<file path="src/rtl/mem_port_arbiter_if.sv">
// Bus bundle between the IF/MEM pipeline stages, the arbiter and the unified memory.
// The arbiter takes the slave view; the pipeline/memory environment takes the master view.
interface mem_port_arbiter_if #(
    parameter int ADDR_W = 32,
    parameter int DATA_W = 32
);
    logic              if_req_i;
    logic [ADDR_W-1:0] if_addr_i;
    logic [DATA_W-1:0] if_data_o;
    logic              if_stall_o;
    logic              d_req_i;
    logic              d_we_i;
    logic [ADDR_W-1:0] d_addr_i;
    logic [DATA_W-1:0] d_wdata_i;
    logic [DATA_W-1:0] d_rdata_o;
    logic              d_stall_o;
    logic              mem_en_o;
    logic              mem_we_o;
    logic [ADDR_W-1:0] mem_addr_o;
    logic [DATA_W-1:0] mem_wdata_o;
    logic [DATA_W-1:0] mem_rdata_i;

    modport slave (
        input  if_req_i, if_addr_i, d_req_i, d_we_i, d_addr_i, d_wdata_i, mem_rdata_i,
        output if_data_o, if_stall_o, d_rdata_o, d_stall_o,
               mem_en_o, mem_we_o, mem_addr_o, mem_wdata_o
    );

    modport master (
        output if_req_i, if_addr_i, d_req_i, d_we_i, d_addr_i, d_wdata_i, mem_rdata_i,
        input  if_data_o, if_stall_o, d_rdata_o, d_stall_o,
               mem_en_o, mem_we_o, mem_addr_o, mem_wdata_o
    );
endinterface

</file>
<file path="src/rtl/mem_port_arbiter.sv">
// Round-robin arbiter sharing one fixed-latency single-port memory between
// instruction fetch and data access; holds the memory bus for LAT cycles per grant.
module mem_port_arbiter #(
    parameter int ADDR_W = 32,
    parameter int DATA_W = 32,
    parameter int LAT    = 2
) (
    input  logic                clk_i,
    input  logic                rst_i,
    mem_port_arbiter_if.slave   bus
);
    localparam int CNT_W = (LAT < 1) ? 1 : $clog2(LAT + 1);
    localparam logic [CNT_W-1:0] CNT_INIT = CNT_W'(LAT - 1);
    localparam logic [CNT_W-1:0] CNT_ONE  = CNT_W'(1);

    typedef enum logic [1:0] {IDLE, BUSY, DONE} state_t;

    state_t            state;
    logic              owner_d;       // 1 = data port owns the memory, 0 = fetch port
    logic              last_owner_d;
    logic              we_q;
    logic [CNT_W-1:0]  cnt;
    logic              grant_d;

    logic [DATA_W-1:0] if_data_q;
    logic [DATA_W-1:0] d_rdata_q;
    logic              mem_en_q;
    logic              mem_we_q;
    logic [ADDR_W-1:0] mem_addr_q;
    logic [DATA_W-1:0] mem_wdata_q;

    // On a tie, the port that did not win last time gets the memory.
    assign grant_d = bus.d_req_i && (!bus.if_req_i || !last_owner_d);

    assign bus.if_stall_o  = bus.if_req_i && !(state == DONE && !owner_d);
    assign bus.d_stall_o   = bus.d_req_i  && !(state == DONE &&  owner_d);
    assign bus.if_data_o   = if_data_q;
    assign bus.d_rdata_o   = d_rdata_q;
    assign bus.mem_en_o    = mem_en_q;
    assign bus.mem_we_o    = mem_we_q;
    assign bus.mem_addr_o  = mem_addr_q;
    assign bus.mem_wdata_o = mem_wdata_q;

    always_ff @(posedge clk_i) begin
        if (rst_i) begin
            state        <= IDLE;
            owner_d      <= 1'b0;
            last_owner_d <= 1'b0;
            we_q         <= 1'b0;
            cnt          <= '0;
            if_data_q    <= '0;
            d_rdata_q    <= '0;
            mem_en_q     <= 1'b0;
            mem_we_q     <= 1'b0;
            mem_addr_q   <= '0;
            mem_wdata_q  <= '0;
        end else begin
            case (state)
                IDLE: begin
                    if (bus.if_req_i || bus.d_req_i) begin
                        owner_d      <= grant_d;
                        last_owner_d <= grant_d;
                        we_q         <= grant_d && bus.d_we_i;
                        mem_we_q     <= grant_d && bus.d_we_i;
                        mem_en_q     <= 1'b1;
                        mem_addr_q   <= grant_d ? bus.d_addr_i : bus.if_addr_i;
                        if (grant_d)
                            mem_wdata_q <= bus.d_wdata_i;
                        cnt          <= CNT_INIT;
                        state        <= BUSY;
                    end
                end
                BUSY: begin
                    if (cnt == '0) begin
                        // Read data is only valid in the last busy cycle.
                        if (!we_q) begin
                            if (owner_d)
                                d_rdata_q <= bus.mem_rdata_i;
                            else
                                if_data_q <= bus.mem_rdata_i;
                        end
                        mem_en_q <= 1'b0;
                        mem_we_q <= 1'b0;
                        state    <= DONE;
                    end else begin
                        cnt <= cnt - CNT_ONE;
                    end
                end
                DONE:    state <= IDLE;
                default: state <= IDLE;
            endcase
        end
    end
endmodule

</file>
<file path="src/flat_wrapper.sv">
// flat-port wrapper written by rule: the top's interface ports become plain ports
module mem_port_arbiter_flat 
#(
    parameter int ADDR_W = 32,
    parameter int DATA_W = 32,
    parameter int LAT    = 2
)
  (clk_i, rst_i, bus_if_req_i, bus_if_addr_i, bus_d_req_i, bus_d_we_i, bus_d_addr_i, bus_d_wdata_i, bus_mem_rdata_i, bus_if_data_o, bus_if_stall_o, bus_d_rdata_o, bus_d_stall_o, bus_mem_en_o, bus_mem_we_o, bus_mem_addr_o, bus_mem_wdata_o);
  mem_port_arbiter_if #(.ADDR_W(ADDR_W), .DATA_W(DATA_W)) bus_i ();
  input  logic clk_i;
  input  logic rst_i;
  input wire logic [$bits(bus_i.if_req_i)-1:0] bus_if_req_i;
  input wire logic [$bits(bus_i.if_addr_i)-1:0] bus_if_addr_i;
  input wire logic [$bits(bus_i.d_req_i)-1:0] bus_d_req_i;
  input wire logic [$bits(bus_i.d_we_i)-1:0] bus_d_we_i;
  input wire logic [$bits(bus_i.d_addr_i)-1:0] bus_d_addr_i;
  input wire logic [$bits(bus_i.d_wdata_i)-1:0] bus_d_wdata_i;
  input wire logic [$bits(bus_i.mem_rdata_i)-1:0] bus_mem_rdata_i;
  output wire logic [$bits(bus_i.if_data_o)-1:0] bus_if_data_o;
  output wire logic [$bits(bus_i.if_stall_o)-1:0] bus_if_stall_o;
  output wire logic [$bits(bus_i.d_rdata_o)-1:0] bus_d_rdata_o;
  output wire logic [$bits(bus_i.d_stall_o)-1:0] bus_d_stall_o;
  output wire logic [$bits(bus_i.mem_en_o)-1:0] bus_mem_en_o;
  output wire logic [$bits(bus_i.mem_we_o)-1:0] bus_mem_we_o;
  output wire logic [$bits(bus_i.mem_addr_o)-1:0] bus_mem_addr_o;
  output wire logic [$bits(bus_i.mem_wdata_o)-1:0] bus_mem_wdata_o;
  assign bus_i.if_req_i = bus_if_req_i;
  assign bus_i.if_addr_i = bus_if_addr_i;
  assign bus_i.d_req_i = bus_d_req_i;
  assign bus_i.d_we_i = bus_d_we_i;
  assign bus_i.d_addr_i = bus_d_addr_i;
  assign bus_i.d_wdata_i = bus_d_wdata_i;
  assign bus_i.mem_rdata_i = bus_mem_rdata_i;
  assign bus_if_data_o = bus_i.if_data_o;
  assign bus_if_stall_o = bus_i.if_stall_o;
  assign bus_d_rdata_o = bus_i.d_rdata_o;
  assign bus_d_stall_o = bus_i.d_stall_o;
  assign bus_mem_en_o = bus_i.mem_en_o;
  assign bus_mem_we_o = bus_i.mem_we_o;
  assign bus_mem_addr_o = bus_i.mem_addr_o;
  assign bus_mem_wdata_o = bus_i.mem_wdata_o;
  mem_port_arbiter #(.ADDR_W(ADDR_W), .DATA_W(DATA_W), .LAT(LAT)) u_core (.clk_i(clk_i), .rst_i(rst_i), .bus(bus_i));
endmodule
</file>
<file path="config.mk">
export PLATFORM = sky130hd
export DESIGN_NAME = mem_port_arbiter_flat
export DESIGN_NICKNAME = d
export VERILOG_FILES = /design/src/rtl/mem_port_arbiter_if.sv /design/src/rtl/mem_port_arbiter.sv /design/src/flat_wrapper.sv
export SDC_FILE = /design/constraint.sdc
export NUM_CORES = 1
export LEC_CHECK = 0
export CORE_MARGIN = 1
export CORE_UTILIZATION = 41
export DETAILED_ROUTE_END_ITERATION = 16
export GPL_TIMING_DRIVEN = 0
export MAX_ROUTING_LAYER = met4
export PLACE_DENSITY = 0.84
export SLEW_MARGIN = 20
export SYNTH_ARGS = -nofsm -noshare
export SYNTH_HDL_FRONTEND = slang
export SYNTH_SLANG_ARGS = --single-unit
</file>
<file path="constraint.sdc">
create_clock -name clk_i -period 2.28 [get_ports clk_i]
set_input_delay 0.456 -clock clk_i [delete_from_list [all_inputs] [get_ports clk_i]]
set_output_delay 0.456 -clock clk_i [all_outputs]
set_load 0.01 [all_outputs]
</file>
==> results.json, run 1 <==
{
  "cts_tree": "built",
  "dp_cells": 1059,
  "clock_sinks": 136,
  "layout_common_cells": "261 x clkdlybuf4s50_1, 136 x dfxtp_1, 68 x a21oi_1, 66 x nand2_1, 64 x mux2i_1",
  "ys_seq_elements": 136,
  "gp_congestion": 0.867,
  "avgRoutedWirePerCell_um": 16.6,
  "synth_flop_cell": "dfxtp_1",
  "timing.final.crit_share_pct": 89.8,
  "final_cells": 1090,
  "r2r_setup_slack_ns": 0.40,
  "max_stage_delay_ns": 0.44,
  "path_delay_family": "flip-flops",
  "reg2reg_to": "u_core.bus.mem_addr_o[5]$_SDFFE_PP0P_",
  "synthCells": 616,
  "synth_top_family_by_area": "simple AND/OR/NAND/NOR gates",
  "end_kind": "output port",
  "cts_inserted_buffers": 17,
  "postPlaceCellArea_um2": 8690,
  "htreeDepth": 4,
  "drive_above_1_share_pct": 12.4,
  "syn2layout_area_growth_pct": 59.9,
  "ys_seq_area_share_pct": 46.7,
  "holdPathStages": 2,
  "crit_chain": "and2b_2, a21boi_0, dlygate4sd2_1",
  "design_area_um2": 9330,
  "crit_slowest_cell": "dfxtp_1",
  "synth_mux_area_share_pct": 11.0,
  "synthXorXnorAreaFrac_pct": 0,
  "slew_headroom_pct": 60.1,
  "setup_viol": 0,
  "holdPathEnd": "u_core.bus.mem_we_o$_SDFFE_PP0P_",
  "synthSimpleGateAreaFrac_pct": 21.8,
  "pin_count": 265,
  "status": "completed",
  "clk_latency_ns": 0.41,
  "drt-met1-wl_um": 7620,
  "synthAdderAreaFrac_pct": 0.214,
  "postSynthAreaPerCell_um2": 9.47,
  "multi_input_area_um2": 2780,
  "drc_errors": 0,
  "drt-initial-drc-count": 311,
  "synth_async_sr_flop_share_pct": 0,
  "dr.pass1.iters": 4,
  "detailroute.via_count": 5537,
  "final-seq-area_um2": 2720,
  "hold_buffers": 0,
  "diodes": 0,
  "start_kind": "flip-flop",
  "switching_power_w": 0.00181,
  "power.density_nw_per_um2": 759,
  "critPathBufInv": 1,
  "syn_area_um2": 5830,
  "gr-total-overflow": 0,
  "clkPwrFrac_pct": 41.9,
  "r2r_cells": 6,
  "synth_compound_area_share_pct": 14.6,
  "yosys_warnings": 0,
  "synth_nets": 750,
  "antenna_found_initial": 0,
  "viasPerCell": 5.08,
  "grt_max_degree": 17,
  "row_count": 43,
  "cts-root-buf": "clkbuf_16",
  "final_common_cell": "clkdlybuf4s50_1",
  "grt_pass1_wl_um": 28100,
  "routed.top_layer": "met4",
  "die_y_um": 121,
  "grt_pass1_vias": 5489,
  "cts_buffer_depth": 2,
  "die_w_um": 121,
  "final_max_slew_viol_count": 0,
  "sw_frac_of_total_pct": 25.6,
  "core-area_um2": 13900,
  "timing.critical_path.depth": 3,
  "fin_worst_skew_ns": 0.00511,
  "synth_edf_count": 0,
  "p_int_w": 0.00526,
  "hold_path_class": "reg -> reg",
  "period_minus_slack_ns": 2.05,
  "drv_cap": 0,
  "finalHoldViolCount": 0,
  "cp.arrival_ns": 1.59,
  "path_max_fanout": 6,
  "io_buffers": 263,
  "required_ns": 1.82,
  "cts.reportedPaths.clkPinSlew_ns": 0.06,
  "r2r-start": "u_core.state[1]$_SDFFE_PP0P_",
  "wl_met2_um": 8770,
  "nets": 1032,
  "fill_cells": 1086,
  "irDropWorstVdd_v": 0.000495,
  "rsz0062_at_grt": "false",
  "hold_start": "u_core.bus.mem_we_o$_SDFFE_PP0P_",
  "max_clock_freq_ghz": 0.488,
  "worst_slew_pin_slew_ns": 0.598,
  "combPwrFrac_pct": 20.4,
  "synth_cell_types": 38,
  "worstSetupPathType": "reg -> out",
  "die-area_um2": 14700,
  "dp_hpwl_um": 13500,
  "wl_um": 18100,
  "met3_length_um": 1310,
  "leakagePower_nw": 3.54,
  "start_util_pct": 42.0,
  "seq_power_share_pct": 37.7,
  "drtAntennaViolNets": 0,
  "grtUsageTotal_pct": 25.7
}
[worst max-delay path by stage]
stage	from	endpoint
floorplan	u_core.cnt[0]$_SDFFE_PP0P_	u_core.bus.if_data_o[10]$_SDFFE_PP0P_
global placement	bus_if_req_i	u_core.bus.mem_addr_o[4]$_SDFFE_PP0P_
detailed placement	bus_if_req_i	u_core.bus.mem_addr_o[5]$_SDFFE_PP0P_
CTS	u_core.state[0]$_SDFFE_PP0P_	bus_if_stall_o
global route	u_core.state[0]$_SDFFE_PP0P_	bus_d_stall_o
finish	u_core.state[0]$_SDFFE_PP0P_	bus_if_stall_o
[metrics by stage]
stage	TNS, ns	util (%)	hold WS, ns	setup slack [ns]	total power, W
after detailed placement	-0.944	62.6	0.458	-0.166	0.00416
after CTS	0	67.2	0.467	0.203	0.00712
after global placement	-0.331	62.6	0.447	-0.0533	0.00415
after floorplan	0	-	0.454	0.718	0.00339
final	0	67.2	0.461	0.231	0.00707
after global routing	0	67.2	0.494	0.122	0.00735
[routing by layer]
metal / GRT usage, % / vias to the layer above
met2: 42.2 / 234
met5: - / -
li1: - / 2706
met3: 6.81 / 34
met4: 10.3 / 0
met1: 29.7 / 2563
[cells in the mapped netlist, types with 2 or more instances]
library cell | instances | area [um^2]
dfxtp_1 | 136 | 2720
a21oi_1 | 68 | 340
nand2_1 | 66 | 248
mux2i_1 | 64 | 641
or2b_2 | 55 | 482
nand2b_1 | 42 | 263
o21ai_0 | 34 | 170
clkbuf_1 | 33 | 124
a311oi_1 | 32 | 280
nand3_1 | 32 | 160
buf_2 | 9 | 45.0
buf_1 | 8 | 30.0
buf_12 | 3 | 60.1
buf_4 | 3 | 22.5
inv_1 | 3 | 11.3
nor2_1 | 3 | 11.3
a21boi_0 | 2 | 15.0
buf_6 | 2 | 22.5
o41ai_1 | 2 | 17.5
[sequential cells by signal, summed over array words and instances, names as in the netlist]
signal	cells
u_core.we_q	1
u_core.bus.mem_addr_o	32
u_core.owner_d	1
u_core.state	2
u_core.bus.d_rdata_o	32
u_core.bus.mem_wdata_o	32
u_core.cnt	2
u_core.bus.mem_en_o	1
u_core.bus.mem_we_o	1
u_core.bus.if_data_o	32
[power by group through the flow]
stage                     Combinational (W)  Sequential (W)  Clock [W]
final                               0.00145         0.00267    0.00296
after global routing                0.00156         0.00269    0.00311
after CTS                           0.00145         0.00267    0.00300
after detailed placement            0.00145         0.00272          0
after global placement              0.00143         0.00271          0
after floorplan                    0.000601         0.00279          0
[worst min-delay path, stage by stage (launching register included)]
cell and delay [ns]:
dfxtp_1 0.31, inv_1 0.05, o41ai_1 0.06
[logic make-up after synthesis]
kind of cell	after synthesis
AND/OR/NAND/NOR	210
AO/OA/AOI/OAI	142
flip-flops	136
multiplexers	64
buffers and inverters	63
adder cells (fa/ha/maj)	1
[cell type report]
class                   instances  share of cell area, %
well taps                     180                   2.41
multi-input cells             417                   29.8
clock buffers                  20                   5.00
flip-flops and latches        136                   29.2
repair buffers                263                   28.2
inverters                       4                  0.161
clock inverters                11                   1.82
plain buffers                  59                   3.41
[repair_timing]
action	4_1_cts	5_1_grt
setup endpoints to repair	2	0
setup buffers	0	0
gates resized for setup	2	0
Power figures use the tool's default switching activity.
==> inputs of run 2 (changes only) <==
--- a/config.mk
+++ b/config.mk
@@ -5,12 +5,14 @@
 export SDC_FILE = /design/constraint.sdc
 export NUM_CORES = 1
 export LEC_CHECK = 0
+export CELL_PAD_IN_SITES_DETAIL_PLACEMENT = 1
+export CELL_PAD_IN_SITES_GLOBAL_PLACEMENT = 1
 export CORE_MARGIN = 1
-export CORE_UTILIZATION = 41
+export CORE_UTILIZATION = 30
 export DETAILED_ROUTE_END_ITERATION = 16
 export GPL_TIMING_DRIVEN = 0
 export MAX_ROUTING_LAYER = met4
-export PLACE_DENSITY = 0.84
+export PLACE_DENSITY = 0.85
 export SLEW_MARGIN = 20
 export SYNTH_ARGS = -nofsm -noshare
 export SYNTH_HDL_FRONTEND = slang
==> constraint.sdc (replaced) <==
create_clock -name clk_i -period 2.17 [get_ports clk_i]
set_input_delay 0.434 -clock clk_i [delete_from_list [all_inputs] [get_ports clk_i]]
set_output_delay 0.434 -clock clk_i [all_outputs]
set_load 0.01 [all_outputs]
==> run 2 against run 1 <==
  * Cell count grew 7.4%
  * Flip-flop and latch count unchanged
  * Setup slack lost 0.042 ns
  * Die area is 36% higher
  * Critical path depth is 3 higher
  * Via count barely moved
  * Core utilization fell by 18 points
  * Critical path type is now in -> reg
==> results.json, run 2 (synthesized netlist as in run 1, its figures left out) <==
{
  "wl_um": 20600,
  "drt-initial-drc-count": 159,
  "final_cells": 1171,
  "irDropWorstVdd_v": 0.000493,
  "die_w_um": 141,
  "drtAntennaViolNets": 0,
  "cts_tree": "built",
  "seq_power_share_pct": 39.4,
  "grt_pass1_vias": 5941,
  "setup_viol": 0,
  "combPwrFrac_pct": 21.7,
  "drv_cap": 0,
  "drive_above_1_share_pct": 12.4,
  "viasPerCell": 4.73,
  "grtUsageTotal_pct": 21.6,
  "cp.arrival_ns": 2.32,
  "start_util_pct": 30.9,
  "clkPwrFrac_pct": 38.9,
  "dp_cells": 1139,
  "htreeDepth": 4,
  "syn2layout_area_growth_pct": 60.2,
  "nets": 1032,
  "diodes": 0,
  "rsz0062_at_grt": "false",
  "gp_congestion": 0.786,
  "cts.reportedPaths.clkPinSlew_ns": 0.06,
  "required_ns": 2.51,
  "row_count": 50,
  "utilization_pct": 49.5,
  "detailroute.via_count": 5539,
  "pin_count": 265,
  "finalHoldViolCount": 0,
  "die_y_um": 141,
  "clk_latency_ns": 0.42,
  "grt_pass1_wl_um": 32000,
  "dr.pass1.iters": 5,
  "cts.repair_timing.setup_buffer_count": 0,
  "cts_buffer_depth": 2,
  "leakagePower_nw": 3.50,
  "drc_errors": 0,
  "core-area_um2": 18900,
  "p_int_w": 0.00511,
  "slew_headroom_pct": 61.7,
  "postPlaceCellArea_um2": 8790,
  "layout_common_cells": "261 x clkdlybuf4s50_1, 135 x dfxtp_1, 68 x a21oi_1, 66 x nand2_1, 64 x mux2i_1",
  "end_kind": "flip-flop",
  "worst_slew_pin_slew_ns": 0.574,
  "hold_path_class": "reg -> reg",
  "cts_inserted_buffers": 17,
  "timing.final.crit_share_pct": 91.3,
  "path_max_fanout": 10,
  "max_clock_freq_ghz": 0.505,
  "setup_tns_ns": 0,
  "antenna_found_initial": 0,
  "gr-total-overflow": 0,
  "io_buffers": 263,
  "period_minus_slack_ns": 1.98,
  "sw_frac_of_total_pct": 28.1,
  "switching_power_w": 0.00200,
  "design_area_um2": 9350,
  "fin_worst_skew_ns": 0.00702,
  "status": "completed",
  "start_kind": "input pin",
  "clock_sinks": 136,
  "final_common_cell": "clkdlybuf4s50_1",
  "avgRoutedWirePerCell_um": 17.6,
  "cts-root-buf": "clkbuf_16",
  "die-area_um2": 20000,
  "final_max_slew_viol_count": 0,
  "hold-worst-slack_ns": 0.462,
  "worstSetupPathType": "in -> reg",
  "grt_max_degree": 17,
  "power.density_nw_per_um2": 761,
  "dp_hpwl_um": 15600,
  "r2r_setup_slack_ns": 0.25
}
==> run 2: final timing paths <==
path                                     from                                 endpoint  cells after the start
max                               bus_d_req_i  u_core.bus.mem_wdata_o[14]$_SDFFE_PP0P_                      6
min          u_core.bus.mem_we_o$_SDFFE_PP0P_         u_core.bus.mem_we_o$_SDFFE_PP0P_                      2
max reg2reg      u_core.state[1]$_SDFFE_PP0P_    u_core.bus.mem_addr_o[8]$_SDFFE_PP0P_                      6
min reg2reg  u_core.bus.mem_we_o$_SDFFE_PP0P_         u_core.bus.mem_we_o$_SDFFE_PP0P_                      2
==> run 2: layout make-up <==
cell class	count	area, um^2
buffer	59	318
clock buffer	19	433
clock inverter	13	123
fill	2162	9550
inverter	4	15.0
multi-input combinational	417	2780
sequential	136	2720
tap	260	325
timing repair buffer	263	2630
==> run 2: per-layer routing <==
metal  up-vias  share of wire [%]  global-route usage [%]  wire length [um]
met5         -                  0                       -                 0
met4         0                1.2                    5.94               248
li1       2702                  -                       -                 -
met3        16                7.3                    6.58              1500
met1      2626                 42                    23.6              8620
met2       195                 50                    38.0             10200
==> run 2: through the flow <==
stage	worst slack (ns)	power (W)
final	0.189	0.00711
after global routing	0.0106	0.00741
after CTS	0.162	0.00718
after detailed placement	-0.275	0.00441
after global placement	-0.217	0.00438
after floorplan	0.608	0.00356
==> run 2: worst max-delay path, cell delays in order <==
cell	delay (ns)
clkdlybuf4s50_1	0.53
a21boi_1	0.30
buf_2	0.32
buf_1	0.43
nand3_1	0.15
a21oi_1	0.15
==> run 2: timing repair <==
action                                  in CTS  in global routing
endpoints found under the setup margin       2                  0
endpoints found under the hold margin        0                  0
resized for setup                            3                  0
hold buffers                                 0                  0
==> run 2: power groups by stage <==
stage	Sequential, W	Clock [W]	Combinational [W]
after detailed placement	0.00286	0	0.00155
after floorplan	0.00293	0	0.000631
after global placement	0.00285	0	0.00153
final	0.00280	0.00277	0.00154
after CTS	0.00281	0.00281	0.00156
after global routing	0.00283	0.00292	0.00167
==> RTL edit 1: new RTL, flow settings as in run 2 <==
`LAT` is set to 2 in 2 places; all go to 1.
--- a/src/rtl/mem_port_arbiter.sv
+++ b/src/rtl/mem_port_arbiter.sv
@@ -5,3 +5,3 @@
     parameter int DATA_W = 32,
-    parameter int LAT    = 2
+    parameter int LAT    = 1
 ) (
--- a/src/flat_wrapper.sv
+++ b/src/flat_wrapper.sv
@@ -5,3 +5,3 @@
     parameter int DATA_W = 32,
-    parameter int LAT    = 2
+    parameter int LAT    = 1
 )
Check against the original RTL: not equivalent (Yosys sat finds a counterexample within 4 cycles, from zero or initial values and one cycle with rst_i high).
==> RTL edit 1 against run 2 <==
Critical endpoint is now bus_if_stall_o. Critical path depth shrank 3. Largest power group unchanged. Sequential cell count decreased by 2. Sequential share of layout area rose by 2.2 points. Setup slack gained 0.021 ns. Final cell count decreased by 1.3%. Sequential power decreased by 3%. Synthesized cell count rose by 4.1%. Total power shrank 5.3%. Area after synthesis is 12% lower. Non-clock buffer count grew 4. Wire length decreased by 1.7%. Register-to-register slack better by 0.21 ns. Cell area shrank 8.1%.
==> RTL edit 1: results (changes against run 2) <==
status finished clean (unchanged); CP Max Fanout 6 (was 10); Post-synth top cells nand2_1 (193), dfxtp_1 (134), a21oi_1 (132) (was dfxtp_1 (136), a21oi_1 (68), nand2_1 (66)); share of cells above drive strength 1 7.80% (was 12.4%); crit path launch bus_if_req_i (was bus_d_req_i); Net Count, Synth 774 (was 750); GPL Wtd Cong 0.828 (was 0.786); clk_skew 0.00617 ns (was 0.00702 ns); drt pass-1 iters 4 (was 5); first-pass GRT wire length 31600 um (was 32000 um); DPL Wire Length 15100 um (was 15600 um); share of the yosys chip area belonging to registers 52.2% (was 46.7%); Post-DP Area 8050 um^2 (was 8790 um^2); vias per std cell 4.97 (was 4.73); R2R Setup Slk 0.46 ns (was 0.25 ns); final hold slack 0.453 ns (was 0.462 ns); CP max stage delay 0.58 ns (was 0.53 ns); Avg WL per Cell 17.5 um (was 17.6 um); Critical Path Sink bus_if_stall_o (was u_core.bus.mem_wdata_o[14]); mux share of post-synthesis cell area 0% (was 11.0%); nets@finish 1056 (was 1032); via count of the first global-routing pass 5955 (was 5941); Worst Path Arrival 1.53 ns (was 2.32 ns); post-synthesis compound-gate area fraction 22.6% (was 14.6%); Iter 0 DRT Violations 237 (was 159); maximum VDD drop 537 uV (was 493 uV); Adder-Cell Fraction of Synth Area 0% (was 0.214%); worst r2r dst u_core.bus.mem_wdata_o[15] (was u_core.bus.mem_addr_o[8]); RR Startpoint u_core.state[0] (was u_core.state[1]); top post-synthesis cells by area dfxtp_1 (52%), nand2_1 (14%), a21oi_1 (13%), a311oi_1 (5.5%), o21ai_1 (3.3%) (was dfxtp_1 (47%), mux2i_1 (11%), or2b_2 (8.3%), a21oi_1 (5.8%), a311oi_1 (4.8%)); slew at the pin closest to its max-slew limit 0.611 ns (was 0.574 ns); Yosys cell types 27 (was 38)
==> RTL edit 1: cell count changes in the layout (fill, tap and decap cells not counted), moves of 3 or more <==
cell and delta:
nand2_1 +127, a21oi_1 +64, mux2i_1 -64, or2b_2 -55
nand2b_1 -42, o21ai_0 -33, o21ai_1 +33, buf_2 +22
clkbuf_1 -10, buf_1 -5, clkinv_2 +4, buf_12 -3
clkinv_4 -3, dfxtp_1 -3
==> RTL edit 1: tightest hold or removal path, stage by stage (launching register included) <==
cell,delay (ns)
dfxtp_1,0.30
nand2_1,0.05
a21oi_1,0.05
==> RTL edit 1: where the power goes <==
group	total, mW	switching, mW	internal [mW]	leakage, nW
sequential	2.73	0.0993	2.63	1.10
combinational	1.32	0.638	0.682	1.72
clock	2.68	1.12	1.56	0.257
==> RTL edit 1: timing repair <==
action	in CTS	in global routing
setup buffers	0	0
resized for setup	5	2
endpoints found under the setup margin	2	1
pin swaps	0	0
cloned	0	0
==> RTL edit 1: how the worst min path moves through the flow <==
stage / start / end
floorplan: u_core.bus.d_rdata_o[0] / u_core.bus.d_rdata_o[0]
global placement: u_core.bus.if_data_o[2] / u_core.bus.if_data_o[2]
detailed placement: u_core.bus.if_data_o[15] / u_core.bus.if_data_o[15]
CTS: u_core.bus.if_data_o[15] / u_core.bus.if_data_o[15]
global route: u_core.bus.d_rdata_o[6] / u_core.bus.d_rdata_o[6]
finish: u_core.bus.if_data_o[31] / u_core.bus.if_data_o[31]
==> RTL edit 1: kinds of logic after synthesis <==
group	count (synthesis)
buffers and inverters	65
flip-flops	134
AO/OA/AOI/OAI	204
AND/OR/NAND/NOR	238
==> RTL edit 1: stage by stage <==
step	instances	utilization [%]	power, mW	setup WS [ns]
global placement	1124	48.3	4.09	-0.0879
CTS	1156	51.6	6.79	0.0167
detailed placement	1124	48.3	4.11	-0.116
floorplan	641	-	3.32	0.772
finish	1156	51.6	6.73	0.210
global route	1156	51.6	7.02	0.130
==> RTL edit 1: layout make-up <==
class                   count  area, um^2
plain buffers              63         305
clock buffers              18         429
clock inverters            14         111
fillers                  1998        8050
inverters                   2        7.51
multi-input cells         442        2140
flip-flops and latches    134        2690
well taps                 220         275
repair buffers            263        2630
==> RTL edit 1: per-layer routing <==
layer  GRT usage [%]  vias up  wire (um)
met3            6.48       22       1410
met4            6.83        0        257
met1            27.2     2735       8530
met5               -        -          0
met2            40.6      226      10100
li1                -     2761          -
==> RTL edit 2: new RTL, config.mk and constraints of run 2 <==
Made on the original files. Encoding of `state_t`: now one-hot (3 bits for 3 states).
--- a/src/rtl/mem_port_arbiter.sv
+++ b/src/rtl/mem_port_arbiter.sv
@@ -15,3 +15,3 @@
 
-    typedef enum logic [1:0] {IDLE, BUSY, DONE} state_t;
+    typedef enum logic [2:0] {IDLE = 3'b001, BUSY = 3'b010, DONE = 3'b100} state_t;
 
Function: same outputs for any inputs over 4 cycles, from zero or initial values and one cycle with rst_i high; so few cycles prove little.
==> RTL edit 2 against run 2 <==
Sequential share of layout area is 2.0 points higher. Largest cell class unchanged. Combinational power is 14% lower. Critical path depth is 2 lower. Highest routed layer unchanged. Wire length is 10% lower. Synthesized cell count is 0.32% lower. Cell area is 5.8% lower. Sequential cell count is 1 higher. Via count is 3.5% lower. Total power is 1.1% higher. Register-to-register slack better by 0.16 ns. Area after synthesis is 9.6% lower. Setup slack worse by 0.020 ns.
==> RTL edit 2: results (changes against run 2) <==
width of the chip 135 um (was 141 um); Avg WL per Cell 16.4 um (was 17.6 um); Sw Pwr 1.85 mW (was 2.00 mW); top post-synthesis cells by area dfxtp_1 (52%), nand2_1 (14%), a21oi_1 (9.7%), mux2i_1 (6.1%), a211oi_2 (4.7%) (was dfxtp_1 (47%), mux2i_1 (11%), or2b_2 (8.3%), a21oi_1 (5.8%), a311oi_1 (4.8%)); GR Util met2 36.9% (was 38.0%); Slowest-stage cell, CP dfxtp_2 (was clkdlybuf4s50_1); bufs w/o clock 310 (was 322); slew at the pin closest to its max-slew limit 0.707 ns (was 0.574 ns); nets@finish 1030 (was 1032); Post-synth top cells nand2_1 (194), dfxtp_1 (137), a21oi_1 (102) (was dfxtp_1 (136), a21oi_1 (68), nand2_1 (66)); Non-clk invs 3 (was 4); Non-Filler Instances 1133 (was 1171); share of cells above drive strength 1 9.03% (was 12.4%); crit path launch u_core.state[2] (was bus_d_req_i); Non-clock buffer share 32.8% (was 31.5%); multi-input gates 427 (was 417); GPL Wtd Cong 0.787 (was 0.786); status finished clean (unchanged); pre-CTS worst setup slack -0.136 ns (was -0.275 ns); Tot GR Track Use 21.3% (was 21.6%); HP Start u_core.bus.mem_wdata_o[25] (was u_core.bus.mem_we_o); met1 Usage GRT 23.0% (was 23.6%); Comb power frac 18.5% (was 21.7%); via count of the first global-routing pass 5616 (was 5941); static leakage 3.19 nW (was 3.50 nW); clk_skew 0.0113 ns (was 0.00702 ns)
==> RTL edit 2: kinds of logic after synthesis <==
logic type / Yosys count / share of synthesized area [%]
mux: 32 / 6.07
buf+inv: 50 / 5.12
compound gates: 143 / 17.3
flops: 137 / 52.0
fa+ha+maj: 1 / 0.237
simple gates: 251 / 19.3
==> RTL edit 2: worst min-delay path: stages (launching register included) <==
cell     delay (ns)
dfxtp_1        0.30
nand2_1        0.05
a21oi_1        0.05
==> RTL edit 2: per-layer routing <==
layer / routed length, um / up-vias / part of all wire (%)
li1: - / 2616 / -
met1: 7640 / 2526 / 41
met2: 9320 / 180 / 50
met3: 1290 / 23 / 7.0
met4: 278 / 0 / 1.5
met5: 0 / - / 0
==> RTL edit 2: final timing paths <==
check                          endpoint  slack [ns]  depth (start not counted)
max                      bus_if_stall_o        0.17                          4
max reg2reg    u_core.bus.d_rdata_o[25]        0.41                          6
min reg2reg  u_core.bus.mem_wdata_o[25]        0.45                          2
min          u_core.bus.mem_wdata_o[25]        0.45                          2
